<file path="config.mk">
export PLATFORM = sky130hd
export DESIGN_NAME = draw_sequencer
export DESIGN_NICKNAME = d
export VERILOG_FILES = /design/src/rtl/draw_sequencer.sv
export SDC_FILE = /design/constraint.sdc
export NUM_CORES = 1
export LEC_CHECK = 0
export BUFFER_PORTS_ARGS = -buffer_cell sky130_fd_sc_hd__buf_2
export CORE_ASPECT_RATIO = 0.9
export CORE_MARGIN = 2
export CORE_UTILIZATION = 52
export CTS_CLUSTER_DIAMETER = 80
export CTS_CLUSTER_SIZE = 28
export DETAILED_ROUTE_END_ITERATION = 8
export GPL_TIMING_DRIVEN = 0
export PLACE_DENSITY = 0.81
export SETUP_SLACK_MARGIN = 0.15
export SLEW_MARGIN = 0
export SYNTH_ARGS = -nofsm -noshare
export SYNTH_HDL_FRONTEND = slang
export SYNTH_SLANG_ARGS = --single-unit
export TNS_END_PERCENT = 100
</file>
<file path="constraint.sdc">
create_clock -name clk -period 5 [get_ports clk]
set_input_delay 1 -clock clk [delete_from_list [all_inputs] [get_ports clk]]
set_output_delay 1 -clock clk [all_outputs]
set_load 0.02 [all_outputs]
</file>
<file path="src/rtl/draw_sequencer.sv">
`default_nettype none
// ============================================================================
// Module   : draw_sequencer
// Brief    : Clears a frame buffer, merges round-robin pixel streams into
//            buffer writes, stamps a frame-parity marker and hands off frames.
// Revision : 1.0
// ============================================================================
module draw_sequencer #(
  parameter int BUFFER_WIDTH      = 160,
  parameter int BUFFER_HEIGHT     = 120,
  parameter int BUFFER_DATA_WIDTH = 12,
  parameter int BUFFER_ADDR_WIDTH = $clog2(BUFFER_WIDTH*BUFFER_HEIGHT),
  parameter int NUM_STREAMS       = 2,
  parameter int COORD_WIDTH       = 8,
  parameter logic [BUFFER_DATA_WIDTH-1:0] CLEAR_COLOR = BUFFER_DATA_WIDTH'(12'h000)
) (
  input  logic                                     clk,
  input  logic                                     rstn,
  input  logic                                     draw_start,
  input  logic                                     draw_ack,
  input  logic                                     debug_mode,
  input  logic [NUM_STREAMS-1:0]                   pix_valid,
  output logic [NUM_STREAMS-1:0]                   pix_ready,
  input  logic [NUM_STREAMS-1:0]                   pix_last,
  input  logic [NUM_STREAMS-1:0]                   pix_covered,
  input  logic [NUM_STREAMS*COORD_WIDTH-1:0]       pix_x,
  input  logic [NUM_STREAMS*COORD_WIDTH-1:0]       pix_y,
  input  logic [NUM_STREAMS*BUFFER_DATA_WIDTH-1:0] pix_color,
  output logic                                     write_en,
  output logic [BUFFER_ADDR_WIDTH-1:0]             write_addr,
  output logic [BUFFER_DATA_WIDTH-1:0]             write_data,
  output logic                                     frame_done,
  output logic [15:0]                              frame_count
);

  localparam int c_sw = (NUM_STREAMS > 1) ? $clog2(NUM_STREAMS) : 1;
  localparam logic [BUFFER_ADDR_WIDTH-1:0] c_last_addr =
    BUFFER_ADDR_WIDTH'(BUFFER_WIDTH*BUFFER_HEIGHT-1);
  localparam logic [31:0] c_w = 32'(BUFFER_WIDTH);
  localparam logic [31:0] c_h = 32'(BUFFER_HEIGHT);
  localparam logic [c_sw:0] c_n = (c_sw+1)'(NUM_STREAMS);
  localparam logic [c_sw-1:0] c_last_stream = c_sw'(NUM_STREAMS-1);
  localparam logic [NUM_STREAMS-1:0] c_all = '1;
  localparam logic [BUFFER_DATA_WIDTH-1:0] c_mark_set =
    BUFFER_DATA_WIDTH'(4'hF) << (BUFFER_DATA_WIDTH-4);
  localparam logic [BUFFER_DATA_WIDTH-1:0] c_mark_clr = BUFFER_DATA_WIDTH'(4'hF);

  typedef enum logic [2:0] {
    S_IDLE  = 3'd0,
    S_CLEAR = 3'd1,
    S_DRAW  = 3'd2,
    S_MARK  = 3'd3,
    S_DONE  = 3'd4
  } state_t;

  state_t                         r_state;
  state_t                         w_next;
  logic [BUFFER_ADDR_WIDTH-1:0]   r_clr_addr;
  logic [NUM_STREAMS-1:0]         r_finished;
  logic [c_sw-1:0]                r_ptr;
  logic                           r_debug;
  logic                           r_indicator;
  logic [15:0]                    r_frame_count;
  logic                           r_write_en;
  logic [BUFFER_ADDR_WIDTH-1:0]   r_write_addr;
  logic [BUFFER_DATA_WIDTH-1:0]   r_write_data;

  logic [COORD_WIDTH-1:0]         w_x     [NUM_STREAMS];
  logic [COORD_WIDTH-1:0]         w_y     [NUM_STREAMS];
  logic [BUFFER_DATA_WIDTH-1:0]   w_color [NUM_STREAMS];
  logic [NUM_STREAMS-1:0]         w_req;
  logic [NUM_STREAMS-1:0]         w_rot;
  logic [c_sw-1:0]                w_off;
  logic [c_sw:0]                  w_sum;
  logic [c_sw-1:0]                w_grant;
  logic                           w_accept;
  logic                           w_in_range;
  logic                           w_enter_clear;
  logic [BUFFER_ADDR_WIDTH-1:0]   w_pix_addr;
  logic [BUFFER_DATA_WIDTH-1:0]   w_tint;

  for (genvar i = 0; i < NUM_STREAMS; i++) begin : g_unpack
    assign w_x[i]     = pix_x[i*COORD_WIDTH +: COORD_WIDTH];
    assign w_y[i]     = pix_y[i*COORD_WIDTH +: COORD_WIDTH];
    assign w_color[i] = pix_color[i*BUFFER_DATA_WIDTH +: BUFFER_DATA_WIDTH];
  end

  // Rotate requests so the priority stream sits at bit 0; lowest set bit wins.
  always_comb begin
    w_req = pix_valid & ~r_finished;
    w_rot = NUM_STREAMS'({w_req, w_req} >> r_ptr);
    w_off = '0;
    for (int k = NUM_STREAMS-1; k >= 0; k--) begin
      if (w_rot[k]) w_off = c_sw'(k);
    end
    w_sum    = (c_sw+1)'(r_ptr) + (c_sw+1)'(w_off);
    w_grant  = (w_sum >= c_n) ? c_sw'(w_sum - c_n) : c_sw'(w_sum);
    w_accept = (r_state == S_DRAW) && (|w_req);
    pix_ready = '0;
    if (r_state == S_DRAW) begin
      pix_ready = w_accept ? (NUM_STREAMS'(1) << w_grant) : ~r_finished;
    end
  end

  always_comb begin
    w_in_range = (32'(w_x[w_grant]) < c_w) && (32'(w_y[w_grant]) < c_h);
    w_pix_addr = BUFFER_ADDR_WIDTH'(32'(w_x[w_grant]) + 32'(w_y[w_grant]) * c_w);
    w_tint     = BUFFER_DATA_WIDTH'(32'(w_grant) + 32'd1) << (BUFFER_DATA_WIDTH-4);
  end

  always_comb begin
    w_next        = r_state;
    w_enter_clear = 1'b0;
    case (r_state)
      S_IDLE:  if (draw_start) begin
                 w_next        = S_CLEAR;
                 w_enter_clear = 1'b1;
               end
      S_CLEAR: if (r_clr_addr == c_last_addr) w_next = S_DRAW;
      S_DRAW:  if (r_finished == c_all) w_next = S_MARK;
      S_MARK:  w_next = S_DONE;
      S_DONE:  if (draw_ack) begin
                 w_next        = S_CLEAR;
                 w_enter_clear = 1'b1;
               end
      default: w_next = S_IDLE;
    endcase
  end

  always_ff @(posedge clk or negedge rstn) begin
    if (!rstn) r_state <= S_IDLE;
    else       r_state <= w_next;
  end

  always_ff @(posedge clk or negedge rstn) begin
    if (!rstn) begin
      r_clr_addr    <= '0;
      r_finished    <= '0;
      r_ptr         <= '0;
      r_debug       <= 1'b0;
      r_indicator   <= 1'b0;
      r_frame_count <= '0;
      r_write_en    <= 1'b0;
      r_write_addr  <= '0;
      r_write_data  <= '0;
    end else begin
      r_write_en   <= 1'b0;
      r_write_addr <= '0;
      r_write_data <= '0;
      if (w_enter_clear) begin
        r_finished <= '0;
        r_ptr      <= '0;
        r_clr_addr <= '0;
        r_debug    <= debug_mode;
      end
      case (r_state)
        S_CLEAR: begin
          r_write_en   <= 1'b1;
          r_write_addr <= r_clr_addr;
          r_write_data <= CLEAR_COLOR;
          r_clr_addr   <= r_clr_addr + 1'b1;
        end
        S_DRAW: if (w_accept) begin
          if (pix_covered[w_grant] && w_in_range) begin
            r_write_en   <= 1'b1;
            r_write_addr <= w_pix_addr;
            r_write_data <= r_debug ? w_tint : w_color[w_grant];
          end
          if (pix_last[w_grant]) r_finished[w_grant] <= 1'b1;
          r_ptr <= (w_grant == c_last_stream) ? '0 : w_grant + 1'b1;
        end
        S_MARK: begin
          r_write_en    <= 1'b1;
          r_write_addr  <= c_last_addr;
          r_write_data  <= r_indicator ? c_mark_set : c_mark_clr;
          r_indicator   <= ~r_indicator;
          r_frame_count <= r_frame_count + 16'd1;
        end
        default: ;
      endcase
    end
  end

  assign write_en    = r_write_en;
  assign write_addr  = r_write_addr;
  assign write_data  = r_write_data;
  assign frame_done  = (r_state == S_DONE);
  assign frame_count = r_frame_count;

endmodule
`default_nettype wire

</file>
# ---- After elaboration in Yosys (flattened, before gate mapping)
# Index checks and enable logic that the tools add are counted.
dict set report totals {
  register_bits 67
  input_bits 67
}
dict set report op_classes {
  addsub 7
  n_mul 1
  magnitude_cmp 6
  n_eq_ne 10
  shifts 2
  muxes 49
  bitwise_logic 5
  n_reduce_logical 9
}
# cell n
set ops {}
lappend ops {{2-to-1 mux 12 bit} 7}
lappend ops {{2-to-1 mux 15 bit} 4}
lappend ops {{2-to-1 mux 8 bit} 6}
lappend ops {{case mux 15 bit (3 select lines)} 1}
lappend ops {{case mux 12 bit (2 select lines)} 1}
lappend ops {{adder 16 x 1 -> 16 bit (second input constant)} 1}
lappend ops {{2-to-1 mux 1 bit} 16}
lappend ops {{adder 15 x 1 -> 15 bit (second input constant)} 1}
lappend ops {{adder 8 x 15 -> 15 bit} 1}
lappend ops {{equality test 15 bit (second input constant)} 1}
lappend ops {{case mux 3 bit (5 select lines)} 1}
lappend ops {{2-to-1 mux 2 bit} 6}
lappend ops {{2-to-1 mux 3 bit} 4}
lappend ops {{multiplier 8 x 3 -> 10 bit (second input constant)} 1}
lappend ops {{< comparator 8 x 7 -> 1 bit (second input constant)} 1}
lappend ops {{< comparator 8 bit (second input constant)} 1}
lappend ops {{equality test 3 x 2 -> 1 bit (second input constant)} 2}
lappend ops {{inequality test 2 bit (second input constant)} 3}
lappend ops {{greater-or-equal comparator 2 bit (second input constant)} 2}
lappend ops {{logical AND 1 bit} 4}
lappend ops {{case mux 1 bit (2 select lines)} 2}
lappend ops {{AND reduction 4 bit} 1}
lappend ops {{OR reduction 2 bit} 2}
lappend ops {{right shift 4 x 1 -> 2 bit} 1}
lappend ops {{other kinds (19)} 19}

# ---- Logic depth before layout (Yosys ltp)
dict set report depth {
  ltp_word 18
  ltp_mapped 14
  depth_no_buf 13
}

# ---- Worst setup path before layout
# No wires, ideal clock.
dict set report synth_timing {
  kind {in2reg}
  startpoint {input pix_valid[1]}
  endpoint {register r_write_addr[13], in the netlist write_addr[13]}
  setup_time_ns 0.127
  t_arrival_ns 4.001
  t_required_ns 4.873
  path_slack_ns 0.872
  cell_stages 13
  n_path_buf 1
  path_cell_list {nor2b_4 maj3_4 clkbuf_1 mux2_2 ha_1 ha_1 fa_1 a211oi_1 nor2_1 xor2_1 nor3b_1 xnor2_1 o21ai_0}
}
dict set report synth_between {
  elab_chain_cells 17
}
# item line
set synth_rtl {}
lappend synth_rtl {{start: declaration} 22} ;# input logic [NUM_STREAMS-1:0] pix_valid,
lappend synth_rtl {{AND 2 bit (*)} 90} ;# w_req = pix_valid & ~r_finished;
lappend synth_rtl {{branches (longest 14 deep; another with adder 8 x 15 -> 15 bit)} n/a}
lappend synth_rtl {{2-to-1 mux 15 bit (*)} 163} ;# S_DRAW: if (w_accept) begin
lappend synth_rtl {{case mux 15 bit (3 select lines) (*)} 156} ;# case (r_state)
lappend synth_rtl {{end signal: assignment} 159} ;# r_write_addr <= r_clr_addr;
lappend synth_rtl {{end signal: assignment} 166} ;# r_write_addr <= w_pix_addr;
lappend synth_rtl {{end signal: assignment} 174} ;# r_write_addr <= c_last_addr;
lappend synth_rtl {{end: declaration} 65} ;# logic [BUFFER_ADDR_WIDTH-1:0] r_write_addr;
# Every way passes the cells marked *. The select of a mux whose other input is x is not followed.
# A chain may end at the register's enable or synchronous reset.

# ---- Final worst setup path
dict set report layout_timing {
  startpoint {input pix_valid[1]}
  endpoint {register r_write_addr[14], in the netlist write_addr[14]}
}
# The elaborated chain is that of the path after synthesis.

==> results.yml <==
yosys:
  synth_most_common_cell: "dfrtp_1"
  syn-cell-area_um2: 3790
  ys.flop_type: "dfrtp_1"
  synth_top_area_frac: 0.442
  synth_top_area_cell: "dfrtp_1"
  yosys-top-cells-area: "dfrtp_1, mux2i_1, ha_1, o21ai_0, xor2_1"
  synth-edff-count: 0
  ys_types: 50
  syn-num-nets: 469
  synth-seq-area-share: 0.442
  syn-mean-instance-area_um2: 9.87
  async_flop_share: 1.00
  ys_warn_count: 0
  synth_common_cells: "dfrtp_1, nor2_1, o21ai_0"
  synthCells: 384
  ys_ff_latch: 67
power_and_ir_drop:
  ir_worst_vdd_mv: 0.221
  leakagePower_nw: 2.35
  power_density_nw_per_um2: 341
timing:
  tns_ps: 0
  grt_setup_unrepaired: "false"
  finalHoldViolCount: 0
  setup_violations: 0
  period_needed_ps: 4310
  worstMarginPinSlew_ps: 804
  relSlewSlack: 0.464
  maxSlewViolCount: 0
  clock_skew_ps: 12.1
  fmax_mhz: 232
  hold_ws_ps: 481
  post-route-period-util: 0.862
clock_network:
  clk_latency_ps: 350
  clock_path_buffers: 2
  hold_buffers: 0
  htreeDepth: 3
  root_buffer: "clkbuf_8"
  cts_tree: "yes"
  path_clk_slew_ps: 90
  numCtsBuffers: 9
  cts_sinks: 67
  cts_setup_buffers: 0
  cts_resized: 0
placed_design:
  port_buffers: 113
  place_area_um2: 4480
  routabilityCongestion: 0.868
  place_hpwl_um: 7010
worst_hold_path:
  worstHoldPathType: "reg2reg"
  min-delay-start: "frame_count[15]"
global_routing:
  grtUsageTotal: 0.248
  grt_overflow: 0
  grt_pass1_vias: 3358
  antenna_found_initial: 0
  grt_max_degree: 68
  grt_pass1_wl_um: 15500
route:
  drtPass1Iterations: 4
  drt-initial-drc-count: 155
  finalWirelength_um: 9270
  ant_nets: 0
  wire_per_inst_um: 15.3
  vias: 3332
  vias_per_cell: 5.50
  drc: 0
die:
  io_pins: 114
  dieHeight_um: 85.0
  core_um2: 7080
  fp-row-count: 29
  start_util: 0.536
  die_area_um2: 7990
  die_w_um: 94.0
run:
  maxCapViolCount: 0
final_layout:
  diodes: 0
  final_area_um2: 4680
  nFillCells: 573
  area_growth_pct: 23.5
  nNetsFinal: 593
  drive_gt1_frac: 0.308
worst_setup_path:
  crit_type: "in2reg"
  worstPathMaxFanout: 10
  startpoint_type: "primary input"
  cp_data_arrival_time_ps: 4580
  r2r-start: "r_finished[1]"
  critPathLaunch: "pix_valid[1]"
  cp-end-kind: "flop"
  crit_required_ps: 5270
status:
  status: "complete, no violations"
-- path summary, 6_finish.rpt --
| kind | slack (ps) | cells after the start | end |
|---|---|---|---|
| min in group asynchronous | 720 | 1 | frame_count[9] |
| max in group asynchronous | 3740 | 1 | r_clr_addr[3] |
| max reg2reg | 990 | 12 | write_addr[14] |
| min reg2reg | 480 | 1 | frame_count[15] |
| min | 480 | 1 | frame_count[15] |
| max | 690 | 13 | write_addr[14] |
-- cell families (layout without fill, tap and decap cells) --
kind of cell,after synthesis,count (layout),synth area share
xor+xnor,31,31,0.0716
fa+ha+maj,19,19,0.0670
simple gates,125,125,0.164
flops,67,67,0.442
mux,30,30,0.0822
compound gates,85,85,0.142
buf+inv,27,156,0.0307
-- where the power goes --
part           switching, mW  internal (mW)
registers             0.0612          0.623
clock network          0.236          0.239
logic                  0.259          0.180
-- cell usage in the layout (no fill, tap or decap), drive strengths merged, types with 4 or more instances in the layout --
cell type / instances
xnor2: 14
o22ai: 10
a211oi: 4
nor3: 7
dfrtp: 67
nand2b: 4
xor2: 17
o21ba: 4
buf: 120
clkbuf: 19
ha: 16
mux2: 9
inv: 14
nand3: 16
nor2: 35
mux2i: 21
o21a: 4
nand4: 8
nand2: 28
and3: 6
nor2b: 5
a21oi: 12
o21ai: 33
-- metal layers --
layer | track usage | wire, um
met1 | 0.317 | 4010
met2 | 0.410 | 4520
met3 | 0.0568 | 567
met4 | 0.0962 | 180
met5 | 0 | 0
-- final cells by class --
class                   count  area [um^2]  area share
clock inverters             7         82.6      0.0176
clock buffers               9          124      0.0265
repair buffers            113          568       0.121
well taps                  93          116      0.0249
inverters                  10         37.5     0.00802
flip-flops and latches     67         1680       0.358
plain buffers              17         78.8      0.0168
multi-input cells         290         2000       0.427
-- worst max-delay path, cell delays in order --
cell	delay [ps]
buf_2	100
nor2b_4	200
maj3_4	270
clkbuf_1	450
mux2_2	430
ha_1	280
ha_1	390
o21ai_0	150
or4b_2	630
o2111ai_1	160
nand4_1	150
xor2_1	170
o22ai_1	200
-- sequential cells by signal (all words and copies together), names as in the netlist --
register     count
r_indicator      1
r_ptr            1
r_state          3
r_finished       2
r_debug          1
write_addr      15
frame_count     16
r_clr_addr      15
write_en         1
write_data      12
-- metrics by stage --
| step | setup WS [ps] | total power [mW] | cells | util |
|---|---|---|---|---|
| 2_1_floorplan | 872 | 0.981 | 384 | - |
| 3_3_place_gp | 392 | 1.12 | 590 | 0.632 |
| 3_5_place_dp | 347 | 1.13 | 590 | 0.633 |
| 4_1_cts | 701 | 1.60 | 606 | 0.662 |
| 5_1_grt | 452 | 1.70 | 606 | 0.662 |
| 6_report | 690 | 1.60 | 606 | 0.662 |
Power figures use the tool's default switching activity.
